## config.mk

```make
export PLATFORM = sky130hd
export DESIGN_NAME = fetch_unit
export DESIGN_NICKNAME = d
export VERILOG_FILES = /design/src/rtl/fetch_unit.sv
export SDC_FILE = /design/constraint.sdc
export NUM_CORES = 1
export LEC_CHECK = 0
export CAP_MARGIN = 25
export CORE_UTILIZATION = 49
export CTS_BUF_LIST = sky130_fd_sc_hd__clkbuf_8
export CTS_CLUSTER_SIZE = 20
export DETAILED_ROUTE_END_ITERATION = 10
export PLACE_DENSITY_LB_ADDON = 0.25
export SLEW_MARGIN = 20
export SYNTH_ARGS = -nofsm -noshare
export SYNTH_HDL_FRONTEND = slang
export SYNTH_SLANG_ARGS = --single-unit
```

## constraint.sdc

```tcl
create_clock -name clk -period 3.8 [get_ports clk]
set_input_delay 0.38 -clock clk [delete_from_list [all_inputs] [get_ports clk]]
set_output_delay 0.38 -clock clk [all_outputs]
set_load 0.005 [all_outputs]
```

## src/rtl/fetch_unit.sv

```systemverilog
// Instruction-fetch stage: program counter, req/valid fetch handshake with
// instruction memory, instruction register and retired-instruction counter.
module fetch_unit #(
    parameter int ADDR_W  = 5,
    parameter int OPC_W   = 4,
    parameter int INSTR_W = 9,
    parameter int CNT_W   = 8
) (
    input  logic               clk,
    input  logic               rst,
    output logic               imem_req,
    output logic [ADDR_W-1:0]  imem_addr,
    input  logic               imem_valid,
    input  logic [INSTR_W-1:0] imem_data,
    input  logic               jmp_sel,
    input  logic               stall,
    output logic [OPC_W-1:0]   opcode,
    output logic [ADDR_W-1:0]  operand,
    output logic               instr_valid,
    output logic [ADDR_W-1:0]  pc,
    output logic [CNT_W-1:0]   retired
);

    typedef enum logic [1:0] {
        IDLE  = 2'd0,
        FETCH = 2'd1,
        WAIT  = 2'd2,
        EXEC  = 2'd3
    } state_t;

    localparam logic [ADDR_W-1:0] PC_STEP  = ADDR_W'(1);
    localparam logic [CNT_W-1:0]  CNT_STEP = CNT_W'(1);

    state_t             state_reg, state_next;
    logic [ADDR_W-1:0]  pc_reg, pc_next;
    logic [INSTR_W-1:0] ir_reg, ir_next;
    logic [CNT_W-1:0]   retired_reg, retired_next;

    always_ff @(posedge clk or posedge rst) begin
        if (rst) begin
            state_reg   <= IDLE;
            pc_reg      <= '0;
            ir_reg      <= '0;
            retired_reg <= '0;
        end else begin
            state_reg   <= state_next;
            pc_reg      <= pc_next;
            ir_reg      <= ir_next;
            retired_reg <= retired_next;
        end
    end

    // IR only loads while a request is outstanding, so stray valids in
    // IDLE/EXEC (e.g. a late response after reset) never disturb it.
    always_comb begin
        state_next   = state_reg;
        pc_next      = pc_reg;
        ir_next      = ir_reg;
        retired_next = retired_reg;
        case (state_reg)
            IDLE: begin
                state_next = FETCH;
            end
            FETCH: begin
                if (imem_valid) begin
                    ir_next    = imem_data;
                    state_next = EXEC;
                end else begin
                    state_next = WAIT;
                end
            end
            WAIT: begin
                if (imem_valid) begin
                    ir_next    = imem_data;
                    state_next = EXEC;
                end
            end
            EXEC: begin
                if (!stall) begin
                    pc_next      = jmp_sel ? ir_reg[ADDR_W-1:0] : pc_reg + PC_STEP;
                    retired_next = retired_reg + CNT_STEP;
                    state_next   = FETCH;
                end
            end
            default: begin
                state_next = IDLE;
            end
        endcase
    end

    // Handshake and qualifier outputs decode straight from the state flops,
    // so imem_req falls the instant rst is asserted.
    assign imem_req    = (state_reg == FETCH) || (state_reg == WAIT);
    assign instr_valid = (state_reg == EXEC);
    assign imem_addr   = pc_reg;
    assign pc          = pc_reg;
    assign opcode      = ir_reg[INSTR_W-1:ADDR_W];
    assign operand     = ir_reg[ADDR_W-1:0];
    assign retired     = retired_reg;

endmodule

```

==> results.txt, run 1 <==
* Die width: 50.8 um
- Die Outline Area: 2580 um2
- Power per standard cell area: 763 nW/um2
* Worst path required time: 3.42 ns
- Count of pins over their slew limit: 0
- The critical path is of the reg2out type.
- Top post-synthesis cells by area: sky130_fd_sc_hd__dfrtp_1 51%, sky130_fd_sc_hd__mux2_2 8.7%, sky130_fd_sc_hd__ha_1 5.4%
* Worst path most repeated cell: sky130_fd_sc_hd__inv_1
- Most used flip-flop cell after synthesis: sky130_fd_sc_hd__dfrtp_1
* Routed wire length: 2.25 mm
* Synth Area per Inst: 11.3 um2
- Max VDD drop: 0.540 mV
- Worst reg-to-reg path cell count: 4
* CTS buffer count: 3
- Layout-stage area growth over the synthesis result: 37.8%
- Buffers placed on the I/O ports in this run total 42.
- Adding up every negative setup slack in the final design gives 0 ns.
- The cell sitting at the root of the clock tree is a sky130_fd_sc_hd__clkbuf_8.
* Portion of the clock cycle consumed by the worst path in the final layout: 52.1%
* Sequential cell area: 601 um2
* Post-CTS sizing: 0
- After the first detailed-routing iteration, the DRC count stood at 2.
* Number of maximum-capacitance violations: 0
- Worst-margin pin slew: 0.815 ns
- Global placer's final weighted congestion: 0.734
- Placed wire-length estimate: 1.66 mm
- Yosys mapped a number of flops with a built-in enable equal to 0.
- Post-synthesis instance area: 1170 um2
- Post-CTS timing repair inserted 0 buffers for setup.
- Largest net degree at the start of global routing: 25
- At the end of the flow, the number of nets in the layout was 161.
* Endpoint class of the critical path: output pin
* Standby leakage power: 0.703 nW
* Overall power consumption: 1.23 mW
- The register with the most flip-flops in the layout has 9 of them.
* Overflow left after global routing: 0
- The critical path contains buffers and inverters numbering 3 combined.
- The final hold violation count came to 0.
- For the final database, setup skew stands at 0.00386 ns.
- Count of TritonRoute iterations in the first routing pass: 4
* H-tree Lvls: 1
- Die Height: 50.8 um
- Setup violations remaining at the end of the flow were counted as 0.
* Via density: 5.17
* Longest Clk Path Bufs: 2
- Share of synthesized flip-flops with an asynchronous set or reset: 100%
- Final routed wire length divided by cell count: 13.4 um
- Clock-pin slew was measured on the worst setup and hold paths at 0.08 ns.
- Reg-to-reg critical path startpoint: state_reg[0]
- Antenna-violating nets left: 0
* Number of antenna violations at the first check in global routing: 0
* Hold_buf cts: 0
- Synthesis produced a netlist with a net count of 122.
- Of the cells placed in the final design, the portion with a size suffix greater than 1 is 11.4%.
* CP max FO: 4
- Yosys printed 0 warnings.
- In this run, synthesis produced a sequential element count of 24.
- The min-delay analysis places its worst path in the category in2async.
- Data arrives at the worst endpoint at 1.60 ns.
* Vias in the first global route: 839
* Antenna diode instance count: 0
- Multi-input gate area in the final layout: 475 um2
- Timing would allow up to 505 MHz.
- Kind of launch point of the worst setup path: register
- Clk_lat worst skew: 0.26 ns
- Setup slack on the worst reg-to-reg path comes out at 1.82 ns.
* Aggregate global-route resource usage: 19.5%
* Detailed-route DRC error count: 0
- For this configuration, the core starts out at a cell density of 52.3%.
- Worst-path cell with the longest stage delay: sky130_fd_sc_hd__clkdlybuf4s50_1
- For this run, the register share of the synthesized area comes to 51.4%.
* CP peak stage delay: 0.49 ns
* Cell row count: 17
- Detailed routing inserted a total of 868 vias.
* Standard cell core area: 2230 um2
* Number of distinct standard cells referenced by the synthesized netlist: 27
* Period minus WS final: 1.98 ns
- Number of instances in the synthesized netlist: 103
* Global-route wire length before repair: 3.69 mm
- Total number of clock tree sinks: 24
- Synth area leader: sky130_fd_sc_hd__dfrtp_1
- TritonCTS clock tree: yes
- Cell type group with the largest total delay on the critical path: buffers and inverters
* Top-count cell post-synth: sky130_fd_sc_hd__dfrtp_1
- Counting the fill cells in the layout gives 175.
* RSZ-0062 raised after global routing: false
- In this run the tightest slew margin relative to its limit is 45.5%.
* Area share of the leading cell type in the synthesized netlist: 51.4%
* Cells traversed along the worst timing path: inv_1, ha_1, inv_1, clkdlybuf4s50_1
* Post-synth top cells: 24 x sky130_fd_sc_hd__dfrtp_1, 9 x sky130_fd_sc_hd__mux2_2, 8 x sky130_fd_sc_hd__nand2_1, 6 x sky130_fd_sc_hd__inv_1, 6 x sky130_fd_sc_hd__xnor2_1
- The worst register-to-register path ends at ir_reg[8].
* Top-Level Pins: 43
- The flow ran to the end, and the final reports show no timing, DRC or antenna violations.
## cell usage in the layout, fill, tap and decap left out, types with 4 or more instances in the layout
master	count
sky130_fd_sc_hd__clkdlybuf4s50_1	42
sky130_fd_sc_hd__dfrtp_1	24
sky130_fd_sc_hd__mux2_2	9
sky130_fd_sc_hd__nand2_1	8
sky130_fd_sc_hd__xnor2_1	6
sky130_fd_sc_hd__inv_1	6
sky130_fd_sc_hd__ha_1	5
sky130_fd_sc_hd__nand3_1	4
sky130_fd_sc_hd__a21oi_1	4
sky130_fd_sc_hd__o21ai_0	4
## final cells by class
class                      instances  area share [%]
clock buffer                       3            2.56
inverter                           6            1.40
multi-input combinational         64            29.5
sequential                        24            37.3
tap                               28            2.18
timing repair buffer              43            27.0
## worst max path at each step
stage | from | end | cells after the start
3_5_place_dp | imem_valid | ir_reg[8] | 3
6_report | state_reg[0] | imem_req | 4
3_3_place_gp | imem_valid | ir_reg[8] | 3
2_1_floorplan | state_reg[0] | ir_reg[0] | 5
4_1_cts | state_reg[0] | ir_reg[8] | 4
5_1_grt | state_reg[0] | ir_reg[8] | 4
## routing by layer
layer / global-route usage [%] / share of wire (%) / wire, um / vias up
li1: - / - / - / 424
met1: 25.0 / 46 / 1030 / 421
met2: 32.7 / 49 / 1100 / 21
met3: 2.98 / 4.2 / 95 / 2
met4: 8.33 / 0.71 / 16 / 0
met5: 0 / 0 / 0 / -
## power by group
group	switching, mW	internal (mW)
Combinational	0.218	0.390
Clock	0.0696	0.0706
Sequential	0.112	0.368
## per-stage QoR
stage               hold slack (ns)  setup slack, ns  util, %  instances  cell area, um2
floorplan                     0.395             2.32        -        103            1170
global placement              0.455             1.78     69.6        164            1550
detailed placement            0.458             1.71     69.6        164            1550
CTS                           0.469             1.80     71.4        167            1600
global route                  0.324             1.71     72.1        168            1610
finish                        0.329             1.82     72.1        168            1610
## cell families (layout without fill, tap and decap cells)
group / after synthesis / count (layout) / share of synthesized area, %
AOI/OAI and AO/OA: 15 / 15 / 7.92
adders and majority gates: 5 / 5 / 5.35
xor gates and xnor gates: 7 / 7 / 5.25
buffers and inverters: 15 / 52 / 7.92
muxes: 11 / 11 / 10.4
and+or+nand+nor: 26 / 26 / 11.8
DFF: 24 / 24 / 51.4
Note: power is estimated with default switching activity, not from simulation.
==> inputs of run 2 (changes only) <==
--- a/config.mk
+++ b/config.mk
@@ -6,7 +6,7 @@
 export NUM_CORES = 1
 export LEC_CHECK = 0
 export CAP_MARGIN = 25
-export CORE_UTILIZATION = 49
+export CORE_UTILIZATION = 45
 export CTS_BUF_LIST = sky130_fd_sc_hd__clkbuf_8
 export CTS_CLUSTER_SIZE = 20
 export DETAILED_ROUTE_END_ITERATION = 10
==> constraint.sdc (replaced) <==
create_clock -name clk -period 2.1 [get_ports clk]
set_input_delay 0.21 -clock clk [delete_from_list [all_inputs] [get_ports clk]]
set_output_delay 0.21 -clock clk [all_outputs]
set_load 0.005 [all_outputs]
==> results.txt, run 2 (synthesis results as in run 1) <==
* Outcome: complete, no violations (unchanged)
- Clock transition time at the flip-flop clock pins of the worst setup and hold paths: 0.08 ns (about the same)
* Via density: 5.11 (was 5.17)
- Placed Instances: 168 (was 164)
* Power per standard cell area: 1400 nW/um2 (was 763 nW/um2)
- The clock tree root driver cell is sky130_fd_sc_hd__clkbuf_8 (unchanged).
* Worst max-slew margin expressed relative to the limit: 75.5% (was 45.5%)
- Sequential cell area: 601 um2 (unchanged)
- Cell type group with the largest total delay on the critical path: buffers and inverters (unchanged)
* Most frequent cells in the layout: 42 x sky130_fd_sc_hd__clkdlybuf4s50_1, 24 x sky130_fd_sc_hd__dfrtp_1, 9 x sky130_fd_sc_hd__mux2_2 (unchanged)
- The number of buffers and inverters on the critical path was 3 (unchanged).
- Count of TritonRoute iterations in the first routing pass: 3 (was 4)
* Worst path most repeated cell: sky130_fd_sc_hd__inv_1 (unchanged)
- TritonCTS clock tree: yes (unchanged)
- The average wire per cell in the routed design is 14.0 um (was 13.4 um).
- The residual DRC count was 0 (unchanged).
* Count of pins over their slew limit: 0 (unchanged)
- Period minus WS final: 1.82 ns
- Final number of setup-violating endpoints: 0 (unchanged)
* Portion of the clock cycle consumed by the worst path in the final layout: 86.6%
- The CTS buffer count is 3 (unchanged).
- The die area came to 2800 um2 (was 2580 um2).
* Post-CTS setup buffers: 0 (unchanged)
- The static leakage power is 0.705 nW (was 0.703 nW).
- The port buffer count is 42 (unchanged).
- Cells traversed along the worst timing path: inv_1, ha_1, inv_1, clkdlybuf4s50_1 (unchanged).
- The overall routing resource usage is 19.0% (was 19.5%).
- Overflow left after global routing: 0 (unchanged)
- The effective utilization at floorplan was 47.6% (was 52.3%).
- Routed wire length: 2.40 mm (was 2.25 mm)
- The residual antenna-violating net count after detailed routing was 0 (unchanged).
* Die Height: 53.0 um (was 50.8 um)
* Top achievable clock speed: 550 MHz
- CP peak stage delay: 0.49 ns (about the same)
- Critical Path Sink: imem_req (unchanged)
- The number of fill cells in the layout was 203 (was 175).
- The overall die width is 53.0 um (was 50.8 um).
* Reg-to-reg critical path startpoint: state_reg[0] (unchanged)
* Worst-margin pin slew: 0.364 ns (was 0.815 ns)
- The latest clock arrival within the worst-skew pair was 0.26 ns (about the same).
- Placed wire-length estimate: 1.80 mm (was 1.66 mm)
* Total number of cells along the worst setup path: 4 (unchanged)
- Global-route wire length before repair: 3.80 mm (was 3.69 mm)
* Final hold violation count: 0 (unchanged)
- The number of flip-flops under the largest register name was 9 (unchanged).
- Layout-stage area growth over the synthesis result: 38.0% (was 37.8%)
* Multi-input gate area in the final layout: 475 um2 (unchanged)
* Total number of clock tree sinks: 24 (unchanged)
- Top-Level Pins: 43 (unchanged)
- The maximum resistive drop on vdd came to 0.962 mV (was 0.540 mV).
- The number of placement rows is 18 (was 17).
* Worst-path cell with the longest stage delay: sky130_fd_sc_hd__clkdlybuf4s50_1 (unchanged)
* Critical register-to-register path endpoint: ir_reg[4] (was ir_reg[8])
- The area of all placed cells without fillers was 1610 um2 (about the same).
- TNS Setup: 0 ns (unchanged)
* Number of maximum-capacitance violations: 0 (unchanged)
- H-tree Lvls: 1 (unchanged)
- Post-CTS sizing: 0 (unchanged)
* First DRT Iteration DRCs: 20 (was 2)
- The final instance count without filler cells is 171 (was 168).
- The global placement routability congestion was 0.756 (was 0.734).
- Most common cell after layout, fill and taps aside: sky130_fd_sc_hd__clkdlybuf4s50_1 (unchanged)
* Overall power consumption: 2.25 mW (was 1.23 mW)
- RSZ-0062 raised after global routing: false (unchanged)
* Kind of launch point of the worst setup path: register (unchanged)
- The initial antenna violation count came to 0 (unchanged).
- Internal reg-to-reg setup slack: 0.53 ns (was 1.82 ns)
- Arrival time reported for the critical path endpoint: 1.61 ns (was 1.60 ns)
- The final antenna diode count is 0 (unchanged).
* Post-route worst hold slack: 0.287 ns (was 0.329 ns)
- Largest net degree at the start of global routing: 25 (unchanged)
* Category of the most critical setup path: reg2out (unchanged)
- The maximum count of clock buffers along a single path came to 2 (unchanged).
* Worst path setup slack after routing: 0.282 ns (was 1.82 ns)
- The post-detailed-placement cell area was 1570 um2 (was 1550 um2).
* Layout cell share with drive strength beyond 1: 12.1% (was 11.4%)
* Worst path required time: 1.89 ns (was 3.42 ns)
- The hold-fix buffer count after cts was 0 (unchanged).
* Endpoint class of the critical path: output pin (unchanged)
- The start point of the critical path is state_reg[0] (unchanged).
* Clock tree skew after final layout: 0.00248 ns (was 0.00386 ns)
* Vias in the first global route: 858 (was 839)
- The share of the core filled with cells is 65.7% (was 72.1%).
* Worst reg-to-reg path cell count: 5 (was 4)
- Via count: 873 (was 868)
- Final-stage net count: 162 (was 161)
* Hold Crit Class: in2async (unchanged)
* CP max FO: 4 (unchanged)
- Worst setup slack after placement: 0.527 ns (was 1.71 ns)
- The core footprint is 2450 um2 (was 2230 um2).
run 2: layout make-up:
cell class / count / area share [%]
well taps: 30 / 2.33
flip-flops and latches: 24 / 37.2
clock buffers: 3 / 2.56
inverters: 6 / 1.40
repair buffers: 44 / 27.0
multi-input cells: 64 / 29.5
run 2: how the worst min path moves through the flow:
stage,from,to,cells past startpoint
after floorplan,rst,imem_addr[0],1
after global placement,retired[7],retired[7],1
after global routing,rst,retired[6],3
final,rst,ir_reg[7],3
after detailed placement,retired[7],retired[7],1
after CTS,rst,state_reg[0],3
run 2: worst min-delay path: stages:
cell and delay, ns:
sky130_fd_sc_hd__clkdlybuf4s50_1 0.39, sky130_fd_sc_hd__inv_1 0.05, sky130_fd_sc_hd__buf_4 0.29
run 2: power by group:
part           total (mW)  internal, mW  switching [mW]
clock               0.260         0.128           0.132
sequential          0.864         0.666           0.199
combinational        1.13         0.717           0.412
run 2: metal layers:
metal	part of all wire, %	GRT usage (%)	up-vias
li1	-	-	423
met1	44	22.3	423
met2	50	33.1	25
met3	5.7	5.17	2
met4	0.54	6.58	0
met5	0	0	-
